--- src/rtl/conv_ctrl_pkg.sv ---
// Shared definitions for the 3x3 MAC-tree sequencer: FSM encoding, tag layout and
// the default tree latency.
package conv_ctrl_pkg;

  // Tree = one multiplier stage group plus a 4-level adder tree over 9 products.
  localparam int unsigned TREE_MULT_LAT    = 4;
  localparam int unsigned TREE_ADD_LAT     = 4;
  localparam int unsigned DEFAULT_PIPE_LAT = TREE_MULT_LAT + TREE_ADD_LAT;

  localparam logic [1:0] StIdle  = 2'd0;
  localparam logic [1:0] StRun   = 2'd1;
  localparam logic [1:0] StDrain = 2'd2;
  localparam logic [1:0] StDone  = 2'd3;

  // Tag = {flags, col}; flags sit in the MSBs so valid is always the top bit.
  localparam int unsigned TAG_FLAG_W = 3;

  typedef struct packed {
    logic valid;
    logic first;
    logic last;
  } tag_flags_t;

  function automatic tag_flags_t make_flags(logic valid, logic first, logic last);
    tag_flags_t f;
    f.valid = valid;
    f.first = first;
    f.last  = last;
    return f;
  endfunction

endpackage

--- src/rtl/conv3x3_mac_ctrl_if.sv ---
// Control/handshake bundle between the MAC-tree sequencer and its surroundings.
interface conv3x3_mac_ctrl_if #(
  parameter int unsigned CH_W  = 10,
  parameter int unsigned COL_W = 10
);
  logic             start;
  logic [CH_W-1:0]  cfg_in_ch;
  logic [COL_W-1:0] cfg_cols;
  logic             win_valid;
  logic             win_ready;
  logic             w_rd_en;
  logic [CH_W-1:0]  w_rd_addr;
  logic             tree_vld;
  logic             acc_load;
  logic             acc_en;
  logic             out_valid;
  logic [COL_W-1:0] out_col;
  logic             busy;
  logic             done;

  modport master (
    input  start, cfg_in_ch, cfg_cols, win_valid,
    output win_ready, w_rd_en, w_rd_addr, tree_vld, acc_load, acc_en,
           out_valid, out_col, busy, done
  );

  modport slave (
    output start, cfg_in_ch, cfg_cols, win_valid,
    input  win_ready, w_rd_en, w_rd_addr, tree_vld, acc_load, acc_en,
           out_valid, out_col, busy, done
  );

endinterface

--- src/rtl/tag_delay_line.sv ---
// Fixed-depth tag shift register that mirrors the MAC tree's pipeline latency.
module tag_delay_line
  import conv_ctrl_pkg::*;
#(
  parameter int unsigned DEPTH = DEFAULT_PIPE_LAT,
  parameter int unsigned TAG_W = 13
) (
  input  logic             clk,
  input  logic             clr,
  input  logic [TAG_W-1:0] in_tag,
  output logic [TAG_W-1:0] out_tag,
  output logic             any_valid
);

  logic [TAG_W-1:0] stage_q [DEPTH];

  always_ff @(posedge clk) begin
    if (clr) begin
      for (int i = 0; i < DEPTH; i++) begin
        stage_q[i] <= '0;
      end
    end else begin
      stage_q[0] <= in_tag;
      for (int i = 1; i < DEPTH; i++) begin
        stage_q[i] <= stage_q[i-1];
      end
    end
  end

  always_comb begin
    any_valid = 1'b0;
    for (int i = 0; i < DEPTH; i++) begin
      any_valid = any_valid | stage_q[i][TAG_W-1];
    end
  end

  assign out_tag = stage_q[DEPTH-1];

endmodule

--- src/rtl/conv3x3_mac_ctrl.sv ---
// Sequencer for the 3x3 SIMD multiply-add tree: issues channel beats per column, tracks
// them through the tree latency and drives accumulator load/add/emit strobes.
module conv3x3_mac_ctrl
  import conv_ctrl_pkg::*;
#(
  parameter int unsigned PIPE_LAT = DEFAULT_PIPE_LAT,
  parameter int unsigned CH_W     = 10,
  parameter int unsigned COL_W    = 10
) (
  input logic               clk,
  input logic               rst,
  conv3x3_mac_ctrl_if.master bus
);

  localparam int unsigned TAG_W     = TAG_FLAG_W + COL_W;
  localparam int unsigned VALID_BIT = TAG_W - 1;

  logic [1:0]       state_q, state_d;
  logic [CH_W-1:0]  in_ch_q, ch_cnt_q, ch_cnt_d, ch_last;
  logic [COL_W-1:0] cols_q, col_cnt_q, col_cnt_d, col_last;
  logic [TAG_W-1:0] s0_q, s0_d, exit_tag;
  tag_flags_t       exit_flags;
  logic             dl_any_valid;
  logic             win_ready, hs, beat_first, beat_last, pass_last, cfg_zero;
  logic             out_valid_q;
  logic [COL_W-1:0] out_col_q;

  assign ch_last    = in_ch_q - CH_W'(1);
  assign col_last   = cols_q - COL_W'(1);
  assign win_ready  = (state_q == StRun);
  assign hs         = bus.win_valid & win_ready;
  assign beat_first = (ch_cnt_q == '0);
  assign beat_last  = (ch_cnt_q == ch_last);
  assign pass_last  = beat_last & (col_cnt_q == col_last);
  assign cfg_zero   = (bus.cfg_in_ch == '0) | (bus.cfg_cols == '0);

  always_comb begin
    state_d   = state_q;
    ch_cnt_d  = ch_cnt_q;
    col_cnt_d = col_cnt_q;
    unique case (state_q)
      StIdle: begin
        if (bus.start) begin
          ch_cnt_d  = '0;
          col_cnt_d = '0;
          state_d   = cfg_zero ? StDone : StRun;
        end
      end
      StRun: begin
        if (hs) begin
          if (beat_last) begin
            ch_cnt_d = '0;
            if (pass_last) begin
              state_d = StDrain;
            end else begin
              col_cnt_d = col_cnt_q + COL_W'(1);
            end
          end else begin
            ch_cnt_d = ch_cnt_q + CH_W'(1);
          end
        end
      end
      StDrain: begin
        // The final column's out_valid is the last event of a pass; wait for it to fire.
        if (!s0_q[VALID_BIT] && !dl_any_valid && out_valid_q) begin
          state_d = StDone;
        end
      end
      StDone:  state_d = StIdle;
      default: state_d = StIdle;
    endcase
  end

  always_comb begin
    s0_d = '0;
    if (hs) begin
      s0_d = {make_flags(1'b1, beat_first, beat_last), col_cnt_q};
    end
  end

  always_ff @(posedge clk) begin
    if (rst) begin
      state_q   <= StIdle;
      ch_cnt_q  <= '0;
      col_cnt_q <= '0;
      in_ch_q   <= '0;
      cols_q    <= '0;
      s0_q      <= '0;
    end else begin
      state_q   <= state_d;
      ch_cnt_q  <= ch_cnt_d;
      col_cnt_q <= col_cnt_d;
      s0_q      <= s0_d;
      if (state_q == StIdle && bus.start) begin
        in_ch_q <= bus.cfg_in_ch;
        cols_q  <= bus.cfg_cols;
      end
    end
  end

  tag_delay_line #(
    .DEPTH (PIPE_LAT),
    .TAG_W (TAG_W)
  ) u_tag_delay_line (
    .clk       (clk),
    .clr       (rst),
    .in_tag    (s0_q),
    .out_tag   (exit_tag),
    .any_valid (dl_any_valid)
  );

  assign exit_flags = exit_tag[TAG_W-1 -: TAG_FLAG_W];

  always_ff @(posedge clk) begin
    if (rst) begin
      out_valid_q <= 1'b0;
      out_col_q   <= '0;
    end else begin
      out_valid_q <= exit_flags.valid & exit_flags.last;
      if (exit_flags.valid && exit_flags.last) begin
        out_col_q <= exit_tag[COL_W-1:0];
      end
    end
  end

  assign bus.win_ready = win_ready;
  assign bus.w_rd_en   = hs;
  assign bus.w_rd_addr = ch_cnt_q;
  assign bus.tree_vld  = s0_q[VALID_BIT];
  assign bus.acc_en    = exit_flags.valid;
  assign bus.acc_load  = exit_flags.valid & exit_flags.first;
  assign bus.out_valid = out_valid_q;
  assign bus.out_col   = out_col_q;
  assign bus.busy      = (state_q != StIdle);
  assign bus.done      = (state_q == StDone);

endmodule

--- src/flat_wrapper.sv ---
// flat-port wrapper written by rule: the top's interface ports become plain ports
module conv3x3_mac_ctrl_flat import conv_ctrl_pkg::*;
#(
  parameter int unsigned PIPE_LAT = DEFAULT_PIPE_LAT,
  parameter int unsigned CH_W     = 10,
  parameter int unsigned COL_W    = 10
)
  (clk, rst, bus_start, bus_cfg_in_ch, bus_cfg_cols, bus_win_valid, bus_win_ready, bus_w_rd_en, bus_w_rd_addr, bus_tree_vld, bus_acc_load, bus_acc_en, bus_out_valid, bus_out_col, bus_busy, bus_done);
  conv3x3_mac_ctrl_if #(.CH_W(CH_W), .COL_W(COL_W)) bus_i ();
  input logic clk;
  input logic rst;
  input wire logic [$bits(bus_i.start)-1:0] bus_start;
  input wire logic [$bits(bus_i.cfg_in_ch)-1:0] bus_cfg_in_ch;
  input wire logic [$bits(bus_i.cfg_cols)-1:0] bus_cfg_cols;
  input wire logic [$bits(bus_i.win_valid)-1:0] bus_win_valid;
  output wire logic [$bits(bus_i.win_ready)-1:0] bus_win_ready;
  output wire logic [$bits(bus_i.w_rd_en)-1:0] bus_w_rd_en;
  output wire logic [$bits(bus_i.w_rd_addr)-1:0] bus_w_rd_addr;
  output wire logic [$bits(bus_i.tree_vld)-1:0] bus_tree_vld;
  output wire logic [$bits(bus_i.acc_load)-1:0] bus_acc_load;
  output wire logic [$bits(bus_i.acc_en)-1:0] bus_acc_en;
  output wire logic [$bits(bus_i.out_valid)-1:0] bus_out_valid;
  output wire logic [$bits(bus_i.out_col)-1:0] bus_out_col;
  output wire logic [$bits(bus_i.busy)-1:0] bus_busy;
  output wire logic [$bits(bus_i.done)-1:0] bus_done;
  assign bus_i.start = bus_start;
  assign bus_i.cfg_in_ch = bus_cfg_in_ch;
  assign bus_i.cfg_cols = bus_cfg_cols;
  assign bus_i.win_valid = bus_win_valid;
  assign bus_win_ready = bus_i.win_ready;
  assign bus_w_rd_en = bus_i.w_rd_en;
  assign bus_w_rd_addr = bus_i.w_rd_addr;
  assign bus_tree_vld = bus_i.tree_vld;
  assign bus_acc_load = bus_i.acc_load;
  assign bus_acc_en = bus_i.acc_en;
  assign bus_out_valid = bus_i.out_valid;
  assign bus_out_col = bus_i.out_col;
  assign bus_busy = bus_i.busy;
  assign bus_done = bus_i.done;
  conv3x3_mac_ctrl #(.PIPE_LAT(PIPE_LAT), .CH_W(CH_W), .COL_W(COL_W)) u_core (.clk(clk), .rst(rst), .bus(bus_i));
endmodule
--- config.mk ---
export PLATFORM = sky130hd
export DESIGN_NAME = conv3x3_mac_ctrl_flat
export DESIGN_NICKNAME = d
export VERILOG_FILES = /design/src/rtl/conv_ctrl_pkg.sv /design/src/rtl/conv3x3_mac_ctrl_if.sv /design/src/rtl/tag_delay_line.sv /design/src/rtl/conv3x3_mac_ctrl.sv /design/src/flat_wrapper.sv
export SDC_FILE = /design/constraint.sdc
export NUM_CORES = 1
export LEC_CHECK = 0
export ABC_CLOCK_PERIOD_IN_PS = 2700
export BUFFER_PORTS_ARGS = -buffer_cell sky130_fd_sc_hd__buf_2
export CELL_PAD_IN_SITES_DETAIL_PLACEMENT = 0
export CELL_PAD_IN_SITES_GLOBAL_PLACEMENT = 1
export CORE_MARGIN = 3
export CORE_UTILIZATION = 46
export DETAILED_ROUTE_END_ITERATION = 6
export PLACE_DENSITY = 0.81
export SLEW_MARGIN = 20
export SYNTH_ARGS = -nofsm -noshare
export SYNTH_HDL_FRONTEND = slang
export SYNTH_SLANG_ARGS = --single-unit
export TNS_END_PERCENT = 30
--- constraint.sdc ---
create_clock -name clk -period 2.7 [get_ports clk]
set_clock_uncertainty 0.1 [all_clocks]
set_input_delay 0.135 -clock clk [delete_from_list [all_inputs] [get_ports clk]]
set_output_delay 0.135 -clock clk [all_outputs]
set_load 0.1 [all_outputs]
==> summary.md <==
| Metric | Value |
|---|---|
| Status | `finished clean` |
| Inserted Diodes | `0` |
| Worst r2r src | `u_core.in_ch_q[0]` |
| Setup crit start kind | `flop` |
| Vias | `4257` |
| Post-Route WL | `11300 um` |
| Slew margin rel. | `53.0%` |
| R2R Path End | `u_core.state_q[1]` |
| Largest net degree at the start of global routing | `86` |
| Number of cells on the worst reg-to-reg path | `10` |
| Hold WC Path Type | `in2reg` |
| Crit. End Element | `flop` |
| RSZ-0062 raised after global routing | `true` |
| TritonCTS buffer count | `17` |
| Worst Path Arrival | `2.83 ns` |
| First-pass GRT wire length | `18900 um` |
| Final nets | `725` |
| Fin crit share | `96.8%` |
| DP Wirelength | `7550 um` |
| Die height | `121 um` |
| Drt first pass iters | `4` |
| Cells after Synth | `approximately 620` |
| Sw Ratio | `32.1%` |
| Seq. cell area | `0.00341 mm^2` |
| EDFF count, synth | `0` |
| Pwr dens | `901 mW/mm^2` |
| Final Hold Vio Count | `0` |
| Max cap viols | `0` |
| Area occupied by multi-input gates | `0.00258 mm^2` |
| CTS root buffer | `clkbuf_16` |
| DR iter-0 viols | `229` |
| Cell area after layout | `0.00741 mm^2` |
| Critical Path End | `u_core.state_q[1]` |
| Vias in the first global route | `4071` |
| H-tree levels | `4` |
| Least-Margin Pin Slew | `0.705 ns` |
| Final RePlAce weighted congestion | `about 0.84` |
| Async SR Flop Fraction | `0%` |
| Placed inst area | `0.00657 mm^2` |
| Worst-Skew Late Latency | `0.42 ns` |
| Share of cells above drive strength 1 | `17.3%` |
| YS warnings | `0` |
| Starting Density | `47.7%` |
| Routed len/inst | `12.9 um` |
| Layout fillers | `1112` |
| Flops & latches, synth | `170` |
| ANT nets after route | `0` |
| Initial antenna violation count | `0` |
| Residual DRC | `0` |
| Clock-pin transition on the worst setup and hold timing paths | `roughly 0.060 ns` |
| Crit Path Category | `reg2reg` |
| Critical path launch point | `u_core.in_ch_q[0]` |
| Core Region | `0.0128 mm^2` |
| Rows | `41` |
| Logic pwr share | `a little under a quarter` |
| Syn Area/Cell | `9.84 um^2` |
| Post-Syn Area | `0.00612 mm^2` |
| Ports | `between 50 and 60` |
| Overall Global Routing Usage | `between 10% and 20%` |
| R2R Setup Slk | `around 0.086 ns` |
| Most frequent cells in the layout | `162 x dfxtp_1, 106 x nor2b_1, 76 x nand2_1, 50 x buf_2, 41 x a21oi_1` |
| Critical Path RT | `roughly 2.9 ns` |
| Setup violators final | `0` |
| Hold_ws | `slightly below 0.05 ns` |
| CTS tree | `built` |
| Critical-path maximum fanout | `4` |
| Syn-to-layout area delta | `21.1%` |
| Fin crit period | `2.61 ns` |
| Vias per cell | `between 4 and 5` |
| Clk buf depth | `2` |
| PnR Total Power | `6680 uW` |
| Worst vdd ir | `between 0.6 and 0.7 mV` |
| Full die area | `0.0147 mm^2` |
| Fmax | `0.383 GHz` |
| Top FF cell, synth | `dfxtp_1` |
| Post-layout util | `57.8%` |
| P_int | `4540 uW` |
| Sequential share of the synthesized area | `55.6%` |
| IO buf count | `51` |
| Pins over their slew limit | `0` |
| Clock Power Share | `a little under two fifths` |
| Syn nets | `656` |
| Seq pwr share | `40.5%` |
| Most common cell after layout, fill and taps aside | `dfxtp_1` |
| Grt total ovfl | `0` |
| P_sw | `2140 uW` |
| Static leakage | `0.00295 uW` |
| Num Clock Sinks | `170` |
| Die Wd | `between 100 and 150 um` |
| Cell variety after synth | `57` |
[cells by family (layout without fill, tap and decap cells)]
| family | count (synthesis) | in the layout | share of synthesized area (%) |
|---|---|---|---|
| compound gates | 68 | 68 | 7.83 |
| xor+xnor | 36 | 36 | 5.15 |
| fa+ha+maj | 10 | 10 | 2.04 |
| buf+inv | 45 | 127 | 2.76 |
| flops | 170 | 170 | 55.6 |
| mux | 2 | 2 | 0.327 |
| simple gates | 291 | 291 | 26.3 |
[how the worst min path moves through the flow]
stage	to	from	cells past startpoint
detailed placement	u_core.in_ch_q[7]	bus_cfg_in_ch[7]	3
global placement	u_core.in_ch_q[9]	bus_cfg_in_ch[9]	3
finish	u_core.state_q[0]	bus_start	3
CTS	u_core.state_q[0]	bus_start	3
global route	u_core.state_q[0]	bus_start	3
floorplan	u_core.cols_q[9]	bus_cfg_cols[9]	2
[power by group through the flow]
stage | clock network, uW | registers [uW] | logic (uW)
after global placement | 0 | 2750 | 1420
final | 2460 | 2710 | 1510
after detailed placement | 0 | 2760 | 1460
after global routing | 2640 | 2720 | 1660
after floorplan | 0 | 2780 | 1110
after CTS | 2530 | 2700 | 1490
[state kept, by name, indices dropped and copies added (netlist names)]
register	count
u_core.s0_q	13
u_core.state_q	2
u_core.cols_q	10
u_core.u_tag_delay_line.stage_q	104
u_core.bus.out_valid	1
u_core.bus.w_rd_addr	10
u_core.in_ch_q	10
u_core.bus.out_col	10
u_core.col_cnt_q	10
[cells in the mapped netlist, drive strengths merged, types with 6 or more instances]
cell,instances,area share (%)
clkbuf,26,1.6
nand4,8,0.82
dfxtp,170,56
a21oi,41,3.4
nand3,17,1.7
and2,15,1.5
xor2,13,1.9
nor3,6,0.57
inv,15,0.92
xnor2,23,3.3
nand2,76,4.7
ha,10,2.0
nor2b,106,11
and3,7,0.72
nor4,9,1.4
nor2,30,1.8
[final cells by class]
| cell class | instances | area share [%] |
|---|---|---|
| sequential | 170 | 46.0 |
| multi-input combinational | 407 | 34.8 |
| timing repair buffer | 80 | 7.26 |
| clock buffer | 18 | 5.92 |
| tap | 172 | 2.90 |
| clock inverter | 14 | 2.35 |
| inverter | 15 | 0.759 |
[critical path, stage by stage, from the launching register on]
cell	delay, ns
dfxtp_2	0.36
inv_1	0.05
ha_1	0.20
nor3b_2	0.16
xnor2_1	0.14
a2111oi_2	0.35
and4_4	0.32
nand3_4	0.09
o41ai_4	0.33
a311oi_1	0.16
a41o_2	0.25
[per-stage QoR]
| stage | setup slack (ns) | std cells | TNS, ns |
|---|---|---|---|
| after global routing | -0.0248 | 876 | -0.0729 |
| after CTS | 0.0372 | 875 | 0 |
| after global placement | 0.166 | 823 | 0 |
| after floorplan | -0.0139 | 622 | -0.0139 |
| final | 0.0862 | 876 | 0 |
| after detailed placement | 0.0523 | 823 | 0 |
[what timing repair did]
action,CTS,global route
hold endpoints to repair,20,0
hold buffers,20,0
gates resized for setup,0,5
buffers inserted,0,1
endpoints found under the setup margin,0,12
[metal layers]
layer  track usage [%]  share of wire [%]  routed length [um]
met5                 0                  0                   0
met4              6.02                1.5                 168
met3              5.13                5.4                 611
met2              27.6                 50                5680
met1              19.6                 43                4840
Power figures use the tool's default switching activity.
